<file path="src/rtl/uart_boot_loader_if.sv">
// Signal bundle between the UART receiver, the boot loader, instruction memory and the core.
// The loader uses the slave view; the environment driving UART bytes uses the master view.
interface uart_boot_loader_if;
    logic [7:0]  rx_data;
    logic        rx_valid;
    logic        imem_we;
    logic [31:0] imem_addr;
    logic [31:0] imem_wdata;
    logic        cpu_hold;
    logic        boot_done;
    logic        boot_error;

    modport master (
        output rx_data,
        output rx_valid,
        input  imem_we,
        input  imem_addr,
        input  imem_wdata,
        input  cpu_hold,
        input  boot_done,
        input  boot_error
    );

    modport slave (
        input  rx_data,
        input  rx_valid,
        output imem_we,
        output imem_addr,
        output imem_wdata,
        output cpu_hold,
        output boot_done,
        output boot_error
    );
endinterface

</file>
<file path="src/rtl/uart_boot_loader.sv">
// Receives a framed program image over UART, writes it word by word into instruction memory
// and releases the core only after the payload checksum matches.
module uart_boot_loader #(
    parameter logic [7:0]  SYNC_BYTE      = 8'hA5,
    parameter int unsigned MAX_WORDS      = 512,
    parameter int unsigned TIMEOUT_CYCLES = 1000000
) (
    input logic               clk,
    input logic               rst,
    uart_boot_loader_if.slave bus_io
);

    localparam int unsigned TmoW = $clog2(TIMEOUT_CYCLES + 1);

    typedef enum logic [2:0] {
        StIdle,
        StLenLo,
        StLenHi,
        StData,
        StCheck,
        StDone,
        StError
    } state_e;

    state_e            state_q, state_d;
    logic [7:0]        len_lo_q, len_lo_d;
    logic [15:0]       num_words_q, num_words_d;
    logic [15:0]       word_idx_q, word_idx_d;
    logic [1:0]        byte_cnt_q, byte_cnt_d;
    logic [31:0]       asm_q, asm_d;
    logic [7:0]        chk_q, chk_d;
    logic [TmoW-1:0]   tmo_q, tmo_d;
    logic              imem_we_q, imem_we_d;
    logic [31:0]       imem_addr_q, imem_addr_d;
    logic [31:0]       imem_wdata_q, imem_wdata_d;
    logic              cpu_hold_q, cpu_hold_d;
    logic              boot_done_q, boot_done_d;
    logic              boot_error_q, boot_error_d;

    logic              rx_valid;
    logic [7:0]        rx_data;
    logic [15:0]       len_w;
    logic              timer_active;
    logic              is_sync;

    assign rx_valid     = bus_io.rx_valid;
    assign rx_data      = bus_io.rx_data;
    assign len_w        = {rx_data, len_lo_q};
    assign is_sync      = rx_valid && (rx_data == SYNC_BYTE);
    assign timer_active = (state_q == StLenLo) || (state_q == StLenHi) ||
                          (state_q == StData)  || (state_q == StCheck);

    always_comb begin
        state_d      = state_q;
        len_lo_d     = len_lo_q;
        num_words_d  = num_words_q;
        word_idx_d   = word_idx_q;
        byte_cnt_d   = byte_cnt_q;
        asm_d        = asm_q;
        chk_d        = chk_q;
        tmo_d        = tmo_q;
        imem_we_d    = 1'b0;
        imem_addr_d  = imem_addr_q;
        imem_wdata_d = imem_wdata_q;

        if (timer_active) begin
            tmo_d = rx_valid ? '0 : tmo_q + TmoW'(1);
        end

        unique case (state_q)
            StIdle, StError: begin
                // A sync byte starts a fresh frame; in StError it also retires the error.
                if (is_sync) begin
                    state_d    = StLenLo;
                    word_idx_d = '0;
                    byte_cnt_d = '0;
                    asm_d      = '0;
                    chk_d      = '0;
                    tmo_d      = '0;
                end
            end
            StLenLo: begin
                if (rx_valid) begin
                    len_lo_d = rx_data;
                    state_d  = StLenHi;
                end
            end
            StLenHi: begin
                if (rx_valid) begin
                    num_words_d = len_w;
                    if (len_w > 16'(MAX_WORDS)) begin
                        state_d = StError;
                    end else if (len_w == 16'd0) begin
                        state_d = StCheck;
                    end else begin
                        state_d = StData;
                    end
                end
            end
            StData: begin
                if (rx_valid) begin
                    asm_d[{byte_cnt_q, 3'b000} +: 8] = rx_data;
                    chk_d      = chk_q ^ rx_data;
                    byte_cnt_d = byte_cnt_q + 2'd1;
                    if (byte_cnt_q == 2'd3) begin
                        // Write is registered, so it overlaps reception of the next word.
                        imem_we_d    = 1'b1;
                        imem_wdata_d = {rx_data, asm_q[23:0]};
                        imem_addr_d  = {14'd0, word_idx_q, 2'b00};
                        word_idx_d   = word_idx_q + 16'd1;
                        if (word_idx_q == num_words_q - 16'd1) begin
                            state_d = StCheck;
                        end
                    end
                end
            end
            StCheck: begin
                if (rx_valid) begin
                    state_d = (rx_data == chk_q) ? StDone : StError;
                end
            end
            StDone: begin
            end
            default: state_d = StIdle;
        endcase

        if (timer_active && (tmo_d == TmoW'(TIMEOUT_CYCLES))) begin
            state_d = StError;
        end

        boot_done_d  = (state_d == StDone);
        boot_error_d = (state_d == StError);
        cpu_hold_d   = (state_d != StDone);
    end

    always_ff @(posedge clk) begin
        if (rst) begin
            state_q      <= StIdle;
            len_lo_q     <= '0;
            num_words_q  <= '0;
            word_idx_q   <= '0;
            byte_cnt_q   <= '0;
            asm_q        <= '0;
            chk_q        <= '0;
            tmo_q        <= '0;
            imem_we_q    <= 1'b0;
            imem_addr_q  <= '0;
            imem_wdata_q <= '0;
            cpu_hold_q   <= 1'b1;
            boot_done_q  <= 1'b0;
            boot_error_q <= 1'b0;
        end else begin
            state_q      <= state_d;
            len_lo_q     <= len_lo_d;
            num_words_q  <= num_words_d;
            word_idx_q   <= word_idx_d;
            byte_cnt_q   <= byte_cnt_d;
            asm_q        <= asm_d;
            chk_q        <= chk_d;
            tmo_q        <= tmo_d;
            imem_we_q    <= imem_we_d;
            imem_addr_q  <= imem_addr_d;
            imem_wdata_q <= imem_wdata_d;
            cpu_hold_q   <= cpu_hold_d;
            boot_done_q  <= boot_done_d;
            boot_error_q <= boot_error_d;
        end
    end

    assign bus_io.imem_we    = imem_we_q;
    assign bus_io.imem_addr  = imem_addr_q;
    assign bus_io.imem_wdata = imem_wdata_q;
    assign bus_io.cpu_hold   = cpu_hold_q;
    assign bus_io.boot_done  = boot_done_q;
    assign bus_io.boot_error = boot_error_q;

endmodule

</file>
<file path="src/flat_wrapper.sv">
// flat-port wrapper written by rule: the top's interface ports become plain ports
module uart_boot_loader_flat 
#(
    parameter logic [7:0]  SYNC_BYTE      = 8'hA5,
    parameter int unsigned MAX_WORDS      = 512,
    parameter int unsigned TIMEOUT_CYCLES = 1000000
)
  (clk, rst, bus_io_rx_data, bus_io_rx_valid, bus_io_imem_we, bus_io_imem_addr, bus_io_imem_wdata, bus_io_cpu_hold, bus_io_boot_done, bus_io_boot_error);
  uart_boot_loader_if bus_io_i ();
  input logic clk;
  input logic rst;
  input wire logic [$bits(bus_io_i.rx_data)-1:0] bus_io_rx_data;
  input wire logic [$bits(bus_io_i.rx_valid)-1:0] bus_io_rx_valid;
  output wire logic [$bits(bus_io_i.imem_we)-1:0] bus_io_imem_we;
  output wire logic [$bits(bus_io_i.imem_addr)-1:0] bus_io_imem_addr;
  output wire logic [$bits(bus_io_i.imem_wdata)-1:0] bus_io_imem_wdata;
  output wire logic [$bits(bus_io_i.cpu_hold)-1:0] bus_io_cpu_hold;
  output wire logic [$bits(bus_io_i.boot_done)-1:0] bus_io_boot_done;
  output wire logic [$bits(bus_io_i.boot_error)-1:0] bus_io_boot_error;
  assign bus_io_i.rx_data = bus_io_rx_data;
  assign bus_io_i.rx_valid = bus_io_rx_valid;
  assign bus_io_imem_we = bus_io_i.imem_we;
  assign bus_io_imem_addr = bus_io_i.imem_addr;
  assign bus_io_imem_wdata = bus_io_i.imem_wdata;
  assign bus_io_cpu_hold = bus_io_i.cpu_hold;
  assign bus_io_boot_done = bus_io_i.boot_done;
  assign bus_io_boot_error = bus_io_i.boot_error;
  uart_boot_loader #(.SYNC_BYTE(SYNC_BYTE), .MAX_WORDS(MAX_WORDS), .TIMEOUT_CYCLES(TIMEOUT_CYCLES)) u_core (.clk(clk), .rst(rst), .bus_io(bus_io_i));
endmodule
</file>
<file path="config.mk">
export PLATFORM = sky130hd
export DESIGN_NAME = uart_boot_loader_flat
export DESIGN_NICKNAME = d
export VERILOG_FILES = /design/src/rtl/uart_boot_loader_if.sv /design/src/rtl/uart_boot_loader.sv /design/src/flat_wrapper.sv
export SDC_FILE = /design/constraint.sdc
export NUM_CORES = 1
export LEC_CHECK = 0
export BUFFER_PORTS_ARGS = -buffer_cell sky130_fd_sc_hd__clkbuf_2
export CAP_MARGIN = 15
export CORE_MARGIN = 10
export CORE_UTILIZATION = 60
export CTS_BUF_LIST = sky130_fd_sc_hd__clkbuf_4 sky130_fd_sc_hd__clkbuf_8
export DETAILED_ROUTE_END_ITERATION = 8
export PLACE_DENSITY = 0.81
export SLEW_MARGIN = 20
export SYNTH_ARGS = -nofsm -noshare
export SYNTH_HDL_FRONTEND = slang
export SYNTH_SLANG_ARGS = --single-unit
</file>
<file path="constraint.sdc">
create_clock -name clk -period 3.03 [get_ports clk]
set_clock_uncertainty 0.05 [all_clocks]
set_input_delay 0.303 -clock clk [delete_from_list [all_inputs] [get_ports clk]]
set_output_delay 0.303 -clock clk [all_outputs]
set_load 0.03 [all_outputs]
</file>
==> summary.md, run 1 <==
| Metric | Value |
|---|---|
| Outcome | finished, final reports clean |
| P per Cell Area | roughly 560 nW/um^2 |
| Max FO, Critical Path | 8 |
| Slowest stage cell, crit path | dfxtp_1 |
| CTS Sinks | 149 |
| Worst Hold Endpoint | u_core.bus_io.imem_wdata[24]$_SDFFE_PP0P_ |
| WL/cell | 14.2 um |
| Root buffer cell | clkbuf_8 |
| Post-route setup TNS | 0 ns |
| Share of cells above drive strength 1 | between 10% and 20% |
| Post-synth ARST share | 0% |
| Post-synthesis register bit count | 149 |
| R2r endpoint | u_core.bus_io.cpu_hold$_SDFF_PP1_ |
| Post-DP HPWL | 10.7 mm |
| Die W | about 130 um |
| Via density | about 5.5 |
| CORE AREA | 11400 um^2 |
| ANT cells | 0 |
| Max Buffers Root-to-Sink | 2 |
| Leak | approximately 2.9 nW |
| Routed WL | around 16 mm |
| Initial antenna violation count | 0 |
| TritonCTS Buffers | 17 |
| FP Rows | 39 |
| Post-CTS Hold Fix Bufs | 0 |
| RSZ-0062 raised after global routing | no |
| Tightest Pin Transition | 0.622 ns |
| VDD IR-drop max | ~0.00047 V |
| DR iter-0 viols | between 300 and 400 |
| First-pass GRT wire length | 26.9 mm |
| I/O Buffers | between 60 and 70 |
| Worst Setup End Kind | flip-flop |
| Die H | approximately 130 um |
| Post-synthesis average cell area | about 7.8 um^2 |
| Post-layout util | between 60 and 70% |
| Worst reg-to-reg path cell count | 8 |
| DRC viols | 0 |
| GRT Util Overall | just under 20% |
| Die Footprint | 16300 um^2 |
| Area after DPL | 7390 um^2 |
| Crit-path cells | nand4_1 -> or2_0 -> nand2b_1 -> or3_1 -> a211oi_1 -> and4b_1 -> nor2_1 -> a211o_1 |
| Buffers and inverters on the worst path | 0 |
| Worst Hold Class | input pin to flip-flop |
| EDFF count, synth | 0 |
| Final Hold Vio Count | 0 |
| Clk_lat worst skew | between 0.4 and 0.5 ns |
| DR vias | ~6000 |
| H-Tree Depth | 4 |
| Synthesis Warnings | 0 |
| Register area share after synthesis | a little over two fifths |
| Worst path required time | about 3.3 ns |
| Crit Path Category | flip-flop to flip-flop |
| Antenna Violating Nets Remaining | 0 |
| Placer Congestion | 0.865 |
| Hold path startpoint | bus_io_rx_data[0] |
| Worst R2R Setup Slack | between 0.2 and 0.25 ns |
| Design area | 7830 um^2 |
| Largest net degree at the start of global routing | 64 |
| Max Fclk | roughly 0.36 GHz |
| Initial Utilization | approximately three fifths |
| Tcrit/Tclk final | roughly 90% |
| Cell family with most CP delay | simple AND/OR/NAND/NOR gates |
| CP peak stage delay | approximately 0.46 ns |
| Max Cap Viol | 0 |
| Area grow syn2layout | 12.4% |
| Grt total ovfl | 0 |
| Clock transition at the registers of the reported paths | 0.09 ns |
| Hold path cells | 4 |
| Syn Std Cell Area | 6960 um^2 |
| Tmin final | between 2 and 3 ns |
| Final setup viols | 0 |
| Nets | between 900 and 1000 |
| CTS tree | built |
| Ports | between 70 and 80 |
| Worst rel slew slack | between 50% and 60% |
| Slew Viols, Final | 0 |
| Cell variety after synth | 59 |
| Main synth FF type | dfxtp_1 |
| Mapped Cells | roughly 900 |
| # fillers | slightly below 1000 |
| Vias in the first global route | slightly below 6000 |
| Data arrival, critical path | 3.09 ns |
| Critical R2R Launch | u_core.tmo_q[4]$_SDFF_PP0_ |
| Type of origin of the critical path | flip-flop |
| 1st-pass router iterations | 5 |
## how the worst max path moves through the flow
stage / startpoint / to / slack [ns] / cells after the start
6_report: u_core.tmo_q[4]$_SDFF_PP0_ / u_core.bus_io.cpu_hold$_SDFF_PP1_ / 0.24 / 8
3_5_place_dp: u_core.state_q[1]$_SDFF_PP0_ / u_core.bus_io.cpu_hold$_SDFF_PP1_ / 0.23 / 8
4_1_cts: u_core.state_q[2]$_SDFF_PP0_ / u_core.bus_io.cpu_hold$_SDFF_PP1_ / 0.18 / 8
3_3_place_gp: u_core.state_q[2]$_SDFF_PP0_ / u_core.bus_io.cpu_hold$_SDFF_PP1_ / 0.32 / 8
5_1_grt: u_core.tmo_q[4]$_SDFF_PP0_ / u_core.bus_io.cpu_hold$_SDFF_PP1_ / 0.02 / 8
2_1_floorplan: u_core.tmo_q[4]$_SDFF_PP0_ / u_core.bus_io.cpu_hold$_SDFF_PP1_ / 0.50 / 10
## power breakdown
part           total, W  leakage [nW]  internal, W  switching (W)
clock           0.00167         0.216     0.000860       0.000807
sequential      0.00208          1.20      0.00201      0.0000732
combinational  0.000620          1.49     0.000233       0.000386
total           0.00437          2.91      0.00310        0.00127
## flip-flops by register name, indices dropped and copies added, names as in the netlist
| signal | count |
|---|---|
| u_core.bus_io.imem_wdata | 32 |
| u_core.bus_io.cpu_hold | 1 |
| u_core.bus_io.boot_done | 1 |
| u_core.bus_io.imem_addr | 16 |
| u_core.num_words_q | 16 |
| u_core.asm_q | 24 |
| u_core.bus_io.imem_we | 1 |
| u_core.len_lo_q | 8 |
| u_core.byte_cnt_q | 2 |
| u_core.word_idx_q | 16 |
| u_core.state_q | 3 |
| u_core.tmo_q | 20 |
| u_core.bus_io.boot_error | 1 |
| u_core.chk_q | 8 |
## metrics by stage
stage	worst slack [ns]	total power, W	hold WS [ns]	std cells
floorplan	0.497	0.00261	0.382	912
global placement	0.315	0.00272	0.391	1072
detailed placement	0.231	0.00273	0.396	1072
CTS	0.182	0.00439	0.202	1104
global route	0.0211	0.00455	0.220	1104
finish	0.239	0.00437	0.225	1104
## worst register-to-register path: stages (launching register included)
cell	delay, ns
dfxtp_1	0.46
nand4_1	0.19
or2_0	0.36
nand2b_1	0.31
or3_1	0.38
a211oi_1	0.23
and4b_1	0.34
nor2_1	0.10
a211o_1	0.29
## layer usage
layer | wire length (um) | share of wire, % | GRT usage (%) | up-vias
li1 | - | - | - | 3115
met1 | 7190 | 46 | 23.9 | 2823
met2 | 7500 | 48 | 31.8 | 119
met3 | 795 | 5.1 | 5.96 | 18
met4 | 165 | 1.1 | 5.83 | 0
met5 | 0 | 0 | 0 | -
## logic make-up after synthesis
| kind of cell | Yosys count | share of synthesized area, % |
|---|---|---|
| XOR/XNOR | 56 | 7.04 |
| multiplexers | 18 | 2.62 |
| AO/OA/AOI/OAI | 160 | 13.0 |
| AND/OR/NAND/NOR | 422 | 27.6 |
| buffers and inverters | 84 | 5.53 |
| other | 1 | 0.0538 |
| adder cells (fa/ha/maj) | 7 | 1.26 |
| flip-flops | 149 | 42.8 |
## cells in the mapped netlist, types with 2 or more instances
master	count	share of area [%]
buf_2	7	0.50
or2_2	2	0.18
and4_1	2	0.25
ha_1	7	1.3
buf_1	4	0.22
o31ai_1	3	0.32
nor3b_1	2	0.22
o21ai_1	3	0.22
o21bai_1	3	0.32
nand2_1	189	10
buf_4	16	1.7
xnor2_1	30	3.8
clkbuf_1	47	2.5
a21oi_1	106	7.6
nor4b_1	5	0.63
nor4_1	11	0.99
nor2b_1	6	0.54
o211ai_1	2	0.22
dfxtp_1	149	43
a211oi_1	4	0.43
and3_1	6	0.54
a211o_1	3	0.38
mux2_2	2	0.32
o21a_1	3	0.32
mux2i_1	16	2.3
xor2_1	26	3.3
nand3b_1	5	0.54
a31oi_1	2	0.18
or3_1	6	0.54
nand4b_1	2	0.25
nand4_1	13	1.2
nand3_1	41	2.9
o21ai_0	21	1.5
nor3_1	18	1.3
inv_1	9	0.49
nand2b_1	9	0.81
nor2_1	92	5.0
and4b_1	2	0.29
and2_1	3	0.27
## layout make-up
type	instances	area (um^2)	share of cell area, %
Inverter	9	33.8	0.432
Timing Repair Buffer	92	538	6.87
Sequential cell	149	2990	38.1
Multi-Input combinational cell	679	3650	46.7
Clock inverter	14	188	2.40
Tap cell	143	179	2.29
Clock buffer	18	248	3.17
## cell usage in the layout (no fill, tap or decap), drive strengths merged, types with 3 or more instances in the layout
cell	instances
o21bai	3
ha	7
or2	4
nor3	19
inv	15
o31ai	3
nand4	14
mux2i	16
nand3	41
dfxtp	149
a211oi	4
nand3b	5
o21ai	24
a21oi	106
nand2b	9
xor2	26
conb	16
o21a	3
buf	31
or3	6
a211o	3
nor2b	6
bufinv	3
clkinv	3
clkbuf	79
xnor2	30
nand2	189
nor4b	5
and2	3
nor2	92
and3	6
nor4	11
## what timing repair did
action / CTS / global route
buffers inserted: 0 / 0
setup endpoints to repair: 0 / 2
gates resized for setup: 0 / 2
Note: power is estimated with default switching activity, not from simulation.
==> inputs of run 2 (changes only) <==
--- a/config.mk
+++ b/config.mk
@@ -5,13 +5,16 @@
 export SDC_FILE = /design/constraint.sdc
 export NUM_CORES = 1
 export LEC_CHECK = 0
+export ABC_AREA = 1
 export BUFFER_PORTS_ARGS = -buffer_cell sky130_fd_sc_hd__clkbuf_2
 export CAP_MARGIN = 15
 export CORE_MARGIN = 10
 export CORE_UTILIZATION = 60
 export CTS_BUF_LIST = sky130_fd_sc_hd__clkbuf_4 sky130_fd_sc_hd__clkbuf_8
+export CTS_CLUSTER_DIAMETER = 30
 export DETAILED_ROUTE_END_ITERATION = 8
-export PLACE_DENSITY = 0.81
+export GPL_ROUTABILITY_DRIVEN = 0
+export PLACE_DENSITY = 0.8
 export SLEW_MARGIN = 20
 export SYNTH_ARGS = -nofsm -noshare
 export SYNTH_HDL_FRONTEND = slang
==> summary.md, run 2 <==
| Metric | Value |
|---|---|
| CTS Sinks | 149 (unchanged) |
| Antenna Violating Nets Remaining | 0 (unchanged) |
| Slew Viols, Final | 0 (unchanged) |
| Crit Path Category | flip-flop to flip-flop (unchanged) |
| TritonCTS Buffers | 17 (unchanged) |
| CTS tree | built (unchanged) |
| Clk_lat worst skew | 0.44 ns (was 0.46 ns) |
| P per Cell Area | 448 nW/um^2 (was 558 nW/um^2) |
| Crit-path cells | inv_1 -> o21ai_2 -> nand2_4 -> nand2_4 -> nand2_4 -> a21oi_1 -> nand2_1 -> nor2_1 -> nand2_1 -> nor2_1 -> nand2_2 -> nand2_1 -> nand2_1 -> nor2_1 (was nand4_1 -> or2_0 -> nand2b_1 -> or3_1 -> a211oi_1 -> and4b_1 -> nor2_1 -> a211o_1) |
| Placed insts | 1165 (was 1072) |
| I/O Buffers | 62 (unchanged) |
| Synthesis Warnings | 0 (unchanged) |
| Post-Synth Adder-Cell Area | 1.22% (was 1.26%) |
| Initial antenna violation count | 0 (unchanged) |
| Type of origin of the critical path | flip-flop (unchanged) |
| Max reg flops | 32 (unchanged) |
| Register area share after synthesis | 41.5% (was 42.8%) |
| Worst path required time | 3.36 ns (was 3.33 ns) |
| CP peak stage delay | 0.59 ns (was 0.46 ns) |
| Die W | 129 um (was 128 um) |
| Worst Setup End Kind | flip-flop (unchanged) |
| Leak | 3.52 nW (was 2.91 nW) |
| Post-synthesis register bit count | 149 (unchanged) |
| Syn Std Cell Area | 7180 um^2 (was 6960 um^2) |
| Vias in the first global route | 5797 (was 5761) |
| Largest net degree at the start of global routing | 96 (was 64) |
| Clock transition at the registers of the reported paths | 0.08 ns (was 0.09 ns) |
| Cell family with most CP delay | simple AND/OR/NAND/NOR gates (unchanged) |
| DRC viols | 0 (unchanged) |
| Post-synth ARST share | 0% (unchanged) |
| Share of cells above drive strength 1 | 14.1% (was 14.2%) |
| Commonest cells in the netlist | nor2_1, dfxtp_1, nand2_1 (was nand2_1, dfxtp_1, a21oi_1) |
| Worst Hold Class | input pin to flip-flop (unchanged) |
| WHS | 0.157 ns (was 0.225 ns) |
| DR vias | 6372 (was 6075) |
| Largest family of logic cells by synthesized area | simple AND/OR/NAND/NOR gates (unchanged) |
| Area leader, netlist | dfxtp_1 (unchanged) |
| Post-synthesis average cell area | 7.22 um^2 (was 7.76 um^2) |
| Max Buffers Root-to-Sink | 2 (unchanged) |
| Routed WL | 16.4 mm (was 15.6 mm) |
| Tmin final | 2.43 ns (was 2.79 ns) |
| ANT cells | 0 (unchanged) |
| Complex-gate fraction of the synthesized area | 17.9% (was 13.0%) |
| Ports | 79 (unchanged) |
| Worst rel slew slack | 63.1% (was 58.5%) |
| Most frequent cells in the layout | nor2_1, dfxtp_1, nand2_1 (was nand2_1, dfxtp_1, a21oi_1) |
| Post-route setup TNS | 0 ns (unchanged) |
| Root buffer cell | clkbuf_8 (unchanged) |
| Post-layout util | 68.1% (was 68.8%) |
| FP Rows | 39 (unchanged) |
| Main synth FF type | dfxtp_1 (unchanged) |
| H-Tree Depth | 4 (unchanged) |
| Die H | 129 um (was 128 um) |
| Cell variety after synth | 44 (was 59) |
| Post-CTS setup buffers | 0 (unchanged) |
| Tcrit/Tclk final | 80.2% (was 92.1%) |
| Final Hold Vio Count | 0 (unchanged) |
| Final setup viols | 0 (unchanged) |
| Synth Area in XOR/XNOR | 3.42% (was 7.04%) |
| Top cell type's share of synthesized area | 41.5% (was 42.8%) |
| Post-CTS sizing | 0 (unchanged) |
| CORE AREA | 11600 um^2 (was 11400 um^2) |
| Initial Utilization | 62.1% (was 61.3%) |
| Tightest Pin Transition | 0.553 ns (was 0.622 ns) |
| Post-DP HPWL | 11.9 mm (was 10.7 mm) |
| DR iter-0 viols | 591 (was 335) |
| VDD IR-drop max | 0.000423 V (was 0.000469 V) |
| WL/cell | 13.7 um (was 14.2 um) |
| CP most frequent cell | nand2_1 |
| Post-CTS Hold Fix Bufs | 0 (unchanged) |
| Mapped Cells | 994 (was 897) |
| Max FO, Critical Path | 19 (was 8) |
| Area after DPL | 7500 um^2 (was 7390 um^2) |
| Largest cells by area after synthesis | dfxtp_1, o21ai_0, nor2_1 (was dfxtp_1, nand2_1, a21oi_1) |
| First-pass GRT wire length | 27.2 mm (was 26.9 mm) |
| Max Cap Viol | 0 (unchanged) |
| Post-synthesis mux area share | 0% (was 2.62%) |
| Slowest stage cell, crit path | dfxtp_1 (unchanged) |
| EDFF count, synth | 0 (unchanged) |
| GRT Util Overall | 19.7% (was 19.4%) |
| Via density | 5.33 (was 5.50) |
| Non-Filler Instances | 1196 (was 1104) |
| Most common cell after layout, fill and taps aside | nor2_1 (was nand2_1) |
| Area grow syn2layout | 9.62% (was 12.4%) |
| Die Footprint | 16700 um^2 (was 16300 um^2) |
| Nets | 1059 (was 966) |
| Design area | 7870 um^2 (was 7830 um^2) |
| Most frequent cell after synthesis | nor2_1 (was nand2_1) |
| Max Fclk | 0.412 GHz (was 0.358 GHz) |
| 1st-pass router iterations | 8 (was 5) |
| RSZ-0062 raised after global routing | no (unchanged) |
| Outcome | finished, final reports clean (unchanged) |
| Grt total ovfl | 0 (unchanged) |
| Data arrival, critical path | 2.76 ns (was 3.09 ns) |
| Post-Synth Simple-Gate Area | 26.4% (was 27.6%) |
| Buffers and inverters on the worst path | 1 (was 0) |
==> run 2: cell types whose count changed after synthesis, sizes merged, moves of 14 or more <==
cell    delta
nand3     +17
inv       +89
nand2     -34
mux2i     -16
nor2      +69
o21ai    +100
xor2      -14
xnor2     -14
clkbuf    -20
==> run 2: path summary, 6_finish.rpt <==
check / startpoint / to / slack (ns) / cells after the start
max: u_core.state_q[2]$_SDFF_PP0_ / u_core.bus_io.boot_error$_SDFF_PP0_ / 0.60 / 14
min: bus_io_rx_data[1] / u_core.asm_q[1]$_SDFFE_PP0P_ / 0.16 / 3
max reg2reg: u_core.state_q[2]$_SDFF_PP0_ / u_core.bus_io.boot_error$_SDFF_PP0_ / 0.60 / 14
min reg2reg: u_core.asm_q[18]$_SDFFE_PP0P_ / u_core.asm_q[18]$_SDFFE_PP0P_ / 0.41 / 2
==> run 2: through the flow <==
step,total power [W],setup WS [ns]
6_report,0.00353,0.601
2_1_floorplan,0.00212,1.13
5_1_grt,0.00364,0.398
4_1_cts,0.00354,0.636
3_3_place_gp,0.00213,0.759
3_5_place_dp,0.00214,0.660
==> run 2: cells by family (layout without fill, tap and decap cells) <==
family                   count (synthesis)  in the layout
other                                    1             16
XOR/XNOR                                28             28
AO/OA/AOI/OAI                          239            239
adder cells (fa/ha/maj)                  7              7
flip-flops                             149            149
AND/OR/NAND/NOR                        415            415
buffers and inverters                  155            199
==> run 2: routing by layer <==
layer	GRT usage [%]	up-vias	wire [um]
li1	-	3313	-
met3	5.22	21	866
met5	0	-	0
met4	5.75	0	178
met2	32.7	141	7870
met1	24.5	2897	7480
==> run 2: worst reg2reg max path: stages, from the launching register on <==
cell	delay, ns
dfxtp_1	0.59
inv_1	0.16
o21ai_2	0.17
nand2_4	0.23
nand2_4	0.15
nand2_4	0.11
a21oi_1	0.16
nand2_1	0.10
nor2_1	0.10
nand2_1	0.07
nor2_1	0.14
nand2_2	0.09
nand2_1	0.07
nand2_1	0.06
nor2_1	0.12
==> run 2: power by group <==
part           leakage, nW  internal [W]  switching, W
registers             1.20       0.00196    0.00000120
logic                 2.13     0.0000279      0.000105
clock network        0.186      0.000722      0.000714
total                 3.52       0.00271      0.000820
==> run 2: area by class of cell <==
class                      instances  area (um^2)
inverter                          99          378
clock buffer                      23          292
tap                              143          179
multi-input combinational        705         3570
clock inverter                     8         76.3
sequential                       149         2980
fill                            1013         3690
timing repair buffer              69          388
==> inputs of run 3 (changes only) <==
--- a/config.mk
+++ b/config.mk
@@ -9,12 +9,12 @@
 export BUFFER_PORTS_ARGS = -buffer_cell sky130_fd_sc_hd__clkbuf_2
 export CAP_MARGIN = 15
 export CORE_MARGIN = 10
-export CORE_UTILIZATION = 60
+export CORE_UTILIZATION = 55
 export CTS_BUF_LIST = sky130_fd_sc_hd__clkbuf_4 sky130_fd_sc_hd__clkbuf_8
 export CTS_CLUSTER_DIAMETER = 30
 export DETAILED_ROUTE_END_ITERATION = 8
 export GPL_ROUTABILITY_DRIVEN = 0
-export PLACE_DENSITY = 0.8
+export PLACE_DENSITY = 0.78
 export SLEW_MARGIN = 20
 export SYNTH_ARGS = -nofsm -noshare
 export SYNTH_HDL_FRONTEND = slang
==> constraint.sdc (replaced) <==
create_clock -name clk -period 2.1 [get_ports clk]
set_clock_uncertainty 0.05 [all_clocks]
set_input_delay 0.21 -clock clk [delete_from_list [all_inputs] [get_ports clk]]
set_output_delay 0.21 -clock clk [all_outputs]
set_load 0.03 [all_outputs]
==> summary.md, run 3 (same netlist as run 2, synthesis figures left out) <==
| Metric | Value |
|---|---|
| Antenna Violating Nets Remaining | 0 (unchanged) |
| Clk_lat worst skew | 0.45 ns (was 0.44 ns) |
| Critical Path Start | u_core.state_q[0]$_SDFF_PP0_ (was u_core.state_q[2]$_SDFF_PP0_) |
| First-pass GRT wire length | 29.1 mm (was 27.2 mm) |
| Die W | 134 um (was 129 um) |
| Worst reg-to-reg path cell count | 11 (was 14) |
| Worst Setup End Kind | flip-flop (unchanged) |
| Die Footprint | 18000 um^2 (was 16700 um^2) |
| Non-Filler Instances | 1278 (was 1196) |
| Hold path cells | 3 (unchanged) |
| Data arrival, critical path | 2.47 ns (was 2.76 ns) |
| Placed insts | 1229 (was 1165) |
| Max reg flops | 32 (unchanged) |
| ANT cells | 0 (unchanged) |
| Post-DP HPWL | 12.9 mm (was 11.9 mm) |
| Nets | 1112 (was 1059) |
| RSZ-0062 raised after global routing | yes (was no) |
| P per Cell Area | 644 nW/um^2 (was 448 nW/um^2) |
| Hold path startpoint | bus_io_rx_data[7] (was bus_io_rx_data[1]) |
| R2r endpoint | u_core.bus_io.boot_error$_SDFF_PP0_ (unchanged) |
| DR iter-0 viols | 447 (was 591) |
| Tmin final | 2.13 ns (was 2.43 ns) |
| TritonCTS Buffers | 17 (unchanged) |
| WHS | 0.0743 ns (was 0.157 ns) |
| Slew Viols, Final | 0 (unchanged) |
| Tcrit/Tclk final | 101% (was 80.2%) |
| Die H | 134 um (was 129 um) |
| Worst path required time | 2.44 ns (was 3.36 ns) |
| Initial Utilization | 56.4% (was 62.1%) |
| DR vias | 6735 (was 6372) |
| Leak | 3.88 nW (was 3.52 nW) |
| Final Hold Vio Count | 0 (unchanged) |
| Root buffer cell | clkbuf_8 (unchanged) |
| Worst Hold Class | input pin to flip-flop (unchanged) |
| Max Cap Viol | 0 (unchanged) |
| Post-layout util | 67.1% (was 68.1%) |
| Initial antenna violation count | 0 (unchanged) |
| VDD IR-drop max | 0.000826 V (was 0.000423 V) |
| Vias in the first global route | 6094 (was 5797) |
| CTS Sinks | 149 (unchanged) |
| DRC viols | 0 (unchanged) |
| WL/cell | 14.0 um (was 13.7 um) |
| Area grow syn2layout | 19.0% (was 9.62%) |
| Grt total ovfl | 0 (unchanged) |
| Post-CTS Hold Fix Bufs | 0 (unchanged) |
| CTS tree | built (unchanged) |
| Routed WL | 18.0 mm (was 16.4 mm) |
| Most frequent cells in the layout | nor2_1, dfxtp_1, nand2_1 (unchanged) |
| 1st-pass router iterations | 5 (was 8) |
| FP Rows | 41 (was 39) |
| Final setup viols | 2 (was 0) |
| Largest net degree at the start of global routing | 48 (was 96) |
| Max Buffers Root-to-Sink | 2 (unchanged) |
| Max FO, Critical Path | 5 (was 19) |
| Worst R2R Setup Slack | -0.03 ns (was 0.60 ns) |
| CORE AREA | 12700 um^2 (was 11600 um^2) |
| I/O Buffers | 62 (unchanged) |
| Via density | 5.27 (was 5.33) |
| GRT Util Overall | 19.4% (was 19.7%) |
| H-Tree Depth | 4 (unchanged) |
| Crit Path Category | flip-flop to flip-flop (unchanged) |
| Clock transition at the registers of the reported paths | 0.08 ns (about the same) |
| Outcome | complete, but fails checks (was finished, final reports clean) |
| Final worst setup slack | -0.0312 ns (was 0.601 ns) |
| Worst setup path end | u_core.bus_io.boot_error$_SDFF_PP0_ (unchanged) |
| Critical R2R Launch | u_core.state_q[0]$_SDFF_PP0_ (was u_core.state_q[2]$_SDFF_PP0_) |
| Type of origin of the critical path | flip-flop (unchanged) |
| Failing checks | setup timing |
| Share of cells above drive strength 1 | 21.1% (was 14.1%) |
| Ports | 79 (unchanged) |
| Max Fclk | 0.469 GHz (was 0.412 GHz) |
[run 3: cell count changes in the layout (fill, tap and decap cells not counted), moves of 3 or more]
cell / change
nand2_4: +3
nand2_1: -5
nor2_1: -10
a21oi_2: +3
inv_6: +3
clkbuf_4: -3
buf_4: +51
nor2_2: +8
a21oi_1: -3
bufinv_16: +3
dfxtp_2: +4
nand3_1: -3
o21ai_0: -3
dfxtp_1: -6
[run 3: what timing repair did]
| action | CTS | global route |
|---|---|---|
| pin swaps | 3 | 19 |
| gates resized for setup | 11 | 39 |
| endpoints found under the setup margin | 3 | 21 |
| gates cloned | 0 | 1 |
| buffers inserted | 1 | 16 |
[run 3: worst min path at each step]
| stage | to | slack, ns |
|---|---|---|
| 3_5_place_dp | u_core.asm_q[17]$_SDFFE_PP0P_ | 0.40 |
| 5_1_grt | u_core.asm_q[7]$_SDFFE_PP0P_ | 0.06 |
| 6_report | u_core.asm_q[7]$_SDFFE_PP0P_ | 0.07 |
| 4_1_cts | u_core.asm_q[7]$_SDFFE_PP0P_ | 0.05 |
| 2_1_floorplan | u_core.asm_q[1]$_SDFFE_PP0P_ | 0.31 |
| 3_3_place_gp | u_core.bus_io.imem_wdata[21]$_SDFFE_PP0P_ | 0.39 |
[run 3: final cells by class]
| class | count | area [um^2] |
|---|---|---|
| tap | 172 | 215 |
| fill | 1110 | 4180 |
| timing repair buffer | 121 | 782 |
| clock inverter | 13 | 195 |
| inverter | 99 | 380 |
| sequential | 149 | 3000 |
| multi-input combinational | 706 | 3730 |
| clock buffer | 18 | 241 |
[run 3: stage by stage]
stage	setup TNS [ns]	worst slack, ns	total power (W)	cell area [um^2]
finish	-0.0332	-0.0312	0.00550	8540
global route	-0.569	-0.180	0.00567	8540
CTS	0	0.00839	0.00553	8270
detailed placement	-0.0391	-0.0391	0.00310	7790
global placement	0	0.0419	0.00310	7790
floorplan	0	0.204	0.00305	7240
[run 3: worst max-delay path, cell delays in order, from the launching register on]
cell     delay (ns)
dfxtp_4        0.38
o21ai_4        0.32
nand2_4        0.12
nor2_1         0.30
nor2_1         0.11
nor2_1         0.17
nand4_1        0.14
nor2_2         0.16
nand2_2        0.10
nand2_1        0.08
nand2_1        0.06
nor2_1         0.09
[run 3: power by group]
part / switching (W) / internal [W] / total [W]
Clock: 0.00113 / 0.00133 / 0.00246
Combinational: 0.000160 / 0.0000576 / 0.000218
Sequential: 0.00000183 / 0.00282 / 0.00282
[run 3: metal layers]
layer / vias up / routed length (um) / global-route usage (%)
li1: 3433 / - / -
met1: 3069 / 7770 / 23.9
met2: 206 / 8800 / 32.9
met3: 27 / 1150 / 4.93
met4: 0 / 237 / 4.90
met5: - / 0 / 0
